$ cat src/rtl/muldiv_unit.sv
// Iterative MIPS multiply/divide unit owning HI/LO: 32-step shift-add multiplier and restoring divider.
// Define MULDIV_DIV_EN to compile in the divider and DIV/DIVU; otherwise md_op 3/4 behave as NOP.
module muldiv_unit (
  input  logic        clk,
  input  logic        rst_n,
  input  logic        start,
  input  logic [2:0]  md_op,
  input  logic [31:0] src_a,
  input  logic [31:0] src_b,
  input  logic        flush,
  output logic        busy,
  output logic        done,
  output logic [31:0] hi,
  output logic [31:0] lo
);

  typedef enum logic [1:0] {IDLE, PREP, CALC, FIX} state_t;

  state_t      state_q, state_d;
  logic [31:0] a_q, a_d, b_q, b_d, hi_q, hi_d, lo_q, lo_d;
  logic [63:0] acc_q, acc_d;
  logic [4:0]  cnt_q, cnt_d;
  logic        sgn_q, sgn_d, neg_q, neg_d, done_q, done_d;
  logic [32:0] mul_sum;
  logic [63:0] prod;
`ifdef MULDIV_DIV_EN
  logic        div_q, div_d, rneg_q, rneg_d;
  logic [32:0] rem_sh;
  logic [31:0] diff, quo, rem;
  logic        ge;
`endif

  always_comb begin
    state_d = state_q;
    a_d     = a_q;
    b_d     = b_q;
    acc_d   = acc_q;
    cnt_d   = cnt_q;
    sgn_d   = sgn_q;
    neg_d   = neg_q;
    hi_d    = hi_q;
    lo_d    = lo_q;
    done_d  = 1'b0;
    mul_sum = {1'b0, acc_q[63:32]} + (b_q[0] ? {1'b0, a_q} : 33'd0);
    prod    = neg_q ? (~acc_q + 64'd1) : acc_q;
`ifdef MULDIV_DIV_EN
    div_d   = div_q;
    rneg_d  = rneg_q;
    // Remainder lives in acc[63:32], quotient bits shift into acc[31:0], dividend bits come from a_q.
    rem_sh  = {acc_q[63:32], a_q[31]};
    ge      = rem_sh >= {1'b0, b_q};
    diff    = rem_sh[31:0] - b_q;
    quo     = neg_q  ? (~acc_q[31:0] + 32'd1)  : acc_q[31:0];
    rem     = rneg_q ? (~acc_q[63:32] + 32'd1) : acc_q[63:32];
`endif

    case (state_q)
      IDLE: begin
        if (start && !flush) begin
          case (md_op)
            3'd1, 3'd2: begin
              a_d     = src_a;
              b_d     = src_b;
              sgn_d   = (md_op == 3'd1);
`ifdef MULDIV_DIV_EN
              div_d   = 1'b0;
`endif
              state_d = PREP;
            end
`ifdef MULDIV_DIV_EN
            3'd3, 3'd4: begin
              a_d     = src_a;
              b_d     = src_b;
              sgn_d   = (md_op == 3'd3);
              div_d   = 1'b1;
              state_d = PREP;
            end
`endif
            3'd5:    hi_d = src_a;
            3'd6:    lo_d = src_a;
            default: ;
          endcase
        end
      end
      PREP: begin
        neg_d = sgn_q & (a_q[31] ^ b_q[31]);
`ifdef MULDIV_DIV_EN
        rneg_d = sgn_q & a_q[31];
`endif
        if (sgn_q && a_q[31]) a_d = ~a_q + 32'd1;
        if (sgn_q && b_q[31]) b_d = ~b_q + 32'd1;
        acc_d   = 64'd0;
        cnt_d   = 5'd0;
        state_d = CALC;
      end
      CALC: begin
`ifdef MULDIV_DIV_EN
        if (div_q) begin
          acc_d = ge ? {diff, acc_q[30:0], 1'b1} : {rem_sh[31:0], acc_q[30:0], 1'b0};
          a_d   = {a_q[30:0], 1'b0};
        end else
`endif
        begin
          acc_d = {mul_sum, acc_q[31:1]};
          b_d   = {1'b0, b_q[31:1]};
        end
        cnt_d = cnt_q + 5'd1;
        if (cnt_q == 5'd31) state_d = FIX;
      end
      FIX: begin
`ifdef MULDIV_DIV_EN
        // Divide by zero reports the raw loop outputs without sign correction.
        if (div_q) begin
          if (b_q == 32'd0) {hi_d, lo_d} = acc_q;
          else begin
            lo_d = quo;
            hi_d = rem;
          end
        end else
`endif
        {hi_d, lo_d} = prod;
        done_d  = 1'b1;
        state_d = IDLE;
      end
      default: state_d = IDLE;
    endcase

    if (flush && state_q != IDLE) begin
      state_d = IDLE;
      hi_d    = hi_q;
      lo_d    = lo_q;
      done_d  = 1'b0;
    end
  end

  always_ff @(posedge clk or negedge rst_n) begin
    if (!rst_n) begin
      state_q <= IDLE;
      a_q     <= 32'd0;
      b_q     <= 32'd0;
      acc_q   <= 64'd0;
      cnt_q   <= 5'd0;
      sgn_q   <= 1'b0;
      neg_q   <= 1'b0;
      hi_q    <= 32'd0;
      lo_q    <= 32'd0;
      done_q  <= 1'b0;
`ifdef MULDIV_DIV_EN
      div_q   <= 1'b0;
      rneg_q  <= 1'b0;
`endif
    end else begin
      state_q <= state_d;
      a_q     <= a_d;
      b_q     <= b_d;
      acc_q   <= acc_d;
      cnt_q   <= cnt_d;
      sgn_q   <= sgn_d;
      neg_q   <= neg_d;
      hi_q    <= hi_d;
      lo_q    <= lo_d;
      done_q  <= done_d;
`ifdef MULDIV_DIV_EN
      div_q   <= div_d;
      rneg_q  <= rneg_d;
`endif
    end
  end

  assign busy = (state_q != IDLE);
  assign done = done_q;
  assign hi   = hi_q;
  assign lo   = lo_q;

endmodule

$ cat config.mk
export PLATFORM = sky130hd
export DESIGN_NAME = muldiv_unit
export DESIGN_NICKNAME = d
export VERILOG_FILES = /design/src/rtl/muldiv_unit.sv
export SDC_FILE = /design/constraint.sdc
export NUM_CORES = 1
export LEC_CHECK = 0
export BUFFER_PORTS_ARGS = -buffer_cell sky130_fd_sc_hd__clkbuf_2
export CORE_UTILIZATION = 60
export CTS_CLUSTER_SIZE = 40
export DETAILED_ROUTE_END_ITERATION = 8
export PLACE_DENSITY = 0.86
export SYNTH_ARGS = -nofsm -noshare
export SYNTH_HDL_FRONTEND = slang
export SYNTH_SLANG_ARGS = --single-unit
$ cat constraint.sdc
create_clock -name clk -period 4.2 [get_ports clk]
set_clock_uncertainty 0.15 [all_clocks]
set_input_delay 0.42 -clock clk [delete_from_list [all_inputs] [get_ports clk]]
set_output_delay 0.42 -clock clk [all_outputs]
set_load 0.005 [all_outputs]
==> impl_metrics.json <==
{
  "overflow": 0,
  "final_common_cell": "dfrtp_1",
  "reg2reg_slack_ns": 0.47,
  "dieWidth_microns": 150,
  "crit_required_ns": 4.44,
  "grt_pass1_vias": 12183,
  "io_buffers": 136,
  "insertion_delay_ns": 0.54,
  "hpwl_mm": 31.8,
  "first_pass_iters": 6,
  "cts_buffers": 23,
  "wl_per_cell_microns": 22.9,
  "setup_viol": 0,
  "finalCriticalPeriod_ns": 3.73,
  "grt_max_degree": 119,
  "synthCells": 1547,
  "hold_path.startpoint": "src_a[31]",
  "rsz0062_at_grt": "no",
  "vias": 13473,
  "fin_crit_sh_pct": 88.7,
  "highest_layer": "met4",
  "async_reset_ff_share_pct": 100,
  "die_area_sq_um": 22600,
  "p_switching_mw": 5.56,
  "finalHoldViolations": 0,
  "power_density_nw_per_um2": 777,
  "grt_pass1_wl_mm": 67.9,
  "core_area_sq_um": 21300,
  "synth_fp_nets": 1662,
  "worstHoldPathCells": 2,
  "status": "completed",
  "cts_root_buffer": "clkbuf_16",
  "reg2reg_to": "b_q[28]",
  "yosysSeqAreaShare_pct": 38.4,
  "synth_ff_type": "dfrtp_1",
  "drc_errors": 0,
  "rows": 53,
  "slew_headroom_pct": 24.3,
  "cp-end-kind": "register",
  "hold_ws_ns": 0.0201,
  "route.final.wire_length_mm": 44.1,
  "worstSetupPathType": "reg -> reg",
  "place_area_sq_um": 14000,
  "drive_above_1_share_pct": 13.1,
  "final_cell_mix": "dfrtp_1, o21ai_0, clkbuf_2",
  "nNetsFinal": 1750,
  "wl_met1_mm": 17.4,
  "final_core_util_pct": 69.8,
  "worstMarginPinSlew_ns": 1.13,
  "io_pins": 137,
  "p_comb_share_pct": 51.9,
  "yosysWarningCount": 0,
  "yosys.cell_types.count": 64,
  "swShare_pct": 48.1,
  "path_cells": "inv_1 > ha_1 > nor4b_1 > nand4b_1 > or4_1 > or3_1 > nor3b_1 > a221oi_1 > o21ai_0",
  "maxCapViolations": 0,
  "grt_usage_pct": 39.1,
  "synth.avg_cell_area_sq_um": 8.52,
  "power_mw": 11.6,
  "crit_path_max_fanout": 15,
  "tns_ns": 0,
  "cellInternalPower_mw": 6.00,
  "area.growth.synth_to_final_pct": 12.8,
  "hold_end": "a_q[31]",
  "slowest_delay_ns": 0.60,
  "hp-class": "in -> reg",
  "fmaxAchievable_ghz": 0.268,
  "drt_iter0_markers": 1536,
  "wl_met3_mm": 5.03,
  "start_util_pct": 61.9,
  "die_height_microns": 150,
  "cts_setup_buffers": 0,
  "fillerInstances": 1662,
  "worst_ir_drop_vdd_uv": 604,
  "cpMaxStageDelayCell": "or4_1",
  "slew_violations": 0,
  "reg2reg_from": "b_q[0]",
  "cts_tree": "done",
  "startpoint_type": "register",
  "design_area_sq_um": 14900,
  "rr_worst_depth": 9,
  "clockPowerShare_pct": 17.8,
  "pwr-share-seq_pct": 30.3,
  "route.met2.wl_mm": 19.1,
  "p_leak_nw": 6.65,
  "cp.arrival_ns": 3.96,
  "synth_seq_cells": 202,
  "clockBufferDepth": 3,
  "ant_nets": 0,
  "startpoint": "b_q[0]",
  "synth-edff-count": 0,
  "gp_congestion": 1.03,
  "antenna_found_initial": 0,
  "cts_sinks": 202,
  "clk_pin_slew_ns": 0.06,
  "htreeDepth": 1,
  "synthesis.area_sq_um": 13200,
  "vias_per_cell": 6.99
}
cells by family (layout without fill, tap and decap cells):
family	count (synthesis)	in the layout	synth area share, %
AND/OR/NAND/NOR	493	493	19.2
other	0	1	0
AO/OA/AOI/OAI	532	532	26.7
XOR/XNOR	88	88	5.85
buffers and inverters	181	285	5.18
flip-flops	202	202	38.4
adder cells (fa/ha/maj)	44	44	4.24
multiplexers	7	7	0.532
repair_timing:
action	4_1_cts	5_1_grt
setup endpoints to repair	0	0
hold buffers	10	0
resized for setup	0	0
endpoints found under the hold margin	125	0
how the worst max path moves through the flow:
| stage | to | depth (start not counted) |
|---|---|---|
| after floorplan | hi[2] | 8 |
| after global placement | hi[2] | 7 |
| after detailed placement | hi[2] | 7 |
| after CTS | b_q[28] | 9 |
| after global routing | b_q[28] | 9 |
| final | b_q[28] | 9 |
cell type report:
class,count,area (sq um),share of cell area [%]
antenna,1,2.50,0.0168
clock buffer,26,607,4.08
clock inverter,15,155,1.04
inverter,80,300,2.02
multi-input combinational,1164,7470,50.2
sequential,202,5050,34.0
tap,275,344,2.31
timing repair buffer,164,937,6.30
worst max-delay path: cells and delay by family, from the launching register on:
| family | cells | cell delay [ns] |
|---|---|---|
| buffers and inverters | 1 | 0.17 |
| flip-flops | 1 | 0.49 |
| AND/OR/NAND/NOR | 5 | 2.21 |
| adder cells (fa/ha/maj) | 1 | 0.23 |
| AO/OA/AOI/OAI | 2 | 0.33 |
state kept, by name, summed over array words and instances (netlist names):
| signal | flops |
|---|---|
| state_q | 2 |
| neg_q | 1 |
| b_q | 32 |
| hi | 32 |
| acc_q | 64 |
| done | 1 |
| cnt_q | 5 |
| a_q | 32 |
| sgn_q | 1 |
| lo | 32 |
synthesized netlist by cell type (11+ instances only):
| library cell | instances | area, sq um |
|---|---|---|
| a211oi_1 | 32 | 240 |
| a21o_1 | 36 | 270 |
| a21oi_1 | 85 | 425 |
| a221oi_1 | 24 | 210 |
| and2_1 | 33 | 206 |
| and3_1 | 18 | 113 |
| clkbuf_1 | 96 | 360 |
| dfrtp_1 | 202 | 5050 |
| ha_1 | 43 | 538 |
| inv_1 | 78 | 293 |
| nand2_1 | 120 | 450 |
| nand2b_1 | 22 | 138 |
| nand3_1 | 31 | 155 |
| nand4_1 | 16 | 100 |
| nor2_1 | 94 | 353 |
| nor3_1 | 53 | 265 |
| nor3b_1 | 14 | 105 |
| nor4_1 | 20 | 125 |
| o21ai_0 | 142 | 711 |
| o221ai_1 | 11 | 96.3 |
| o22ai_1 | 67 | 419 |
| o31ai_1 | 25 | 188 |
| o41ai_1 | 22 | 193 |
| or3_1 | 24 | 150 |
| or4_1 | 16 | 120 |
| xnor2_1 | 65 | 569 |
| xor2_1 | 23 | 201 |
metal layers:
| layer | track usage [%] | up-vias |
|---|---|---|
| li1 | - | 5927 |
| met1 | 54.8 | 6466 |
| met2 | 57.8 | 901 |
| met3 | 6.91 | 179 |
| met4 | 20.6 | 0 |
| met5 | 0 | - |
power by group through the flow:
stage               registers, mW  clock network [mW]  logic (mW)
floorplan                    3.18                   0        4.16
global placement             3.45                   0        5.66
detailed placement           3.47                   0        5.77
CTS                          3.45                2.06        5.82
global route                 3.56                2.14        6.49
finish                       3.50                2.05        6.00
metrics by stage:
stage          setup slack (ns)  instances
3_5_place_dp              0.583       1875
3_3_place_gp              0.604       1875
6_report                  0.473       1927
5_1_grt                   0.266       1926
2_1_floorplan              1.02       1547
4_1_cts                   0.579       1926
Note: power is estimated with default switching activity, not from simulation.
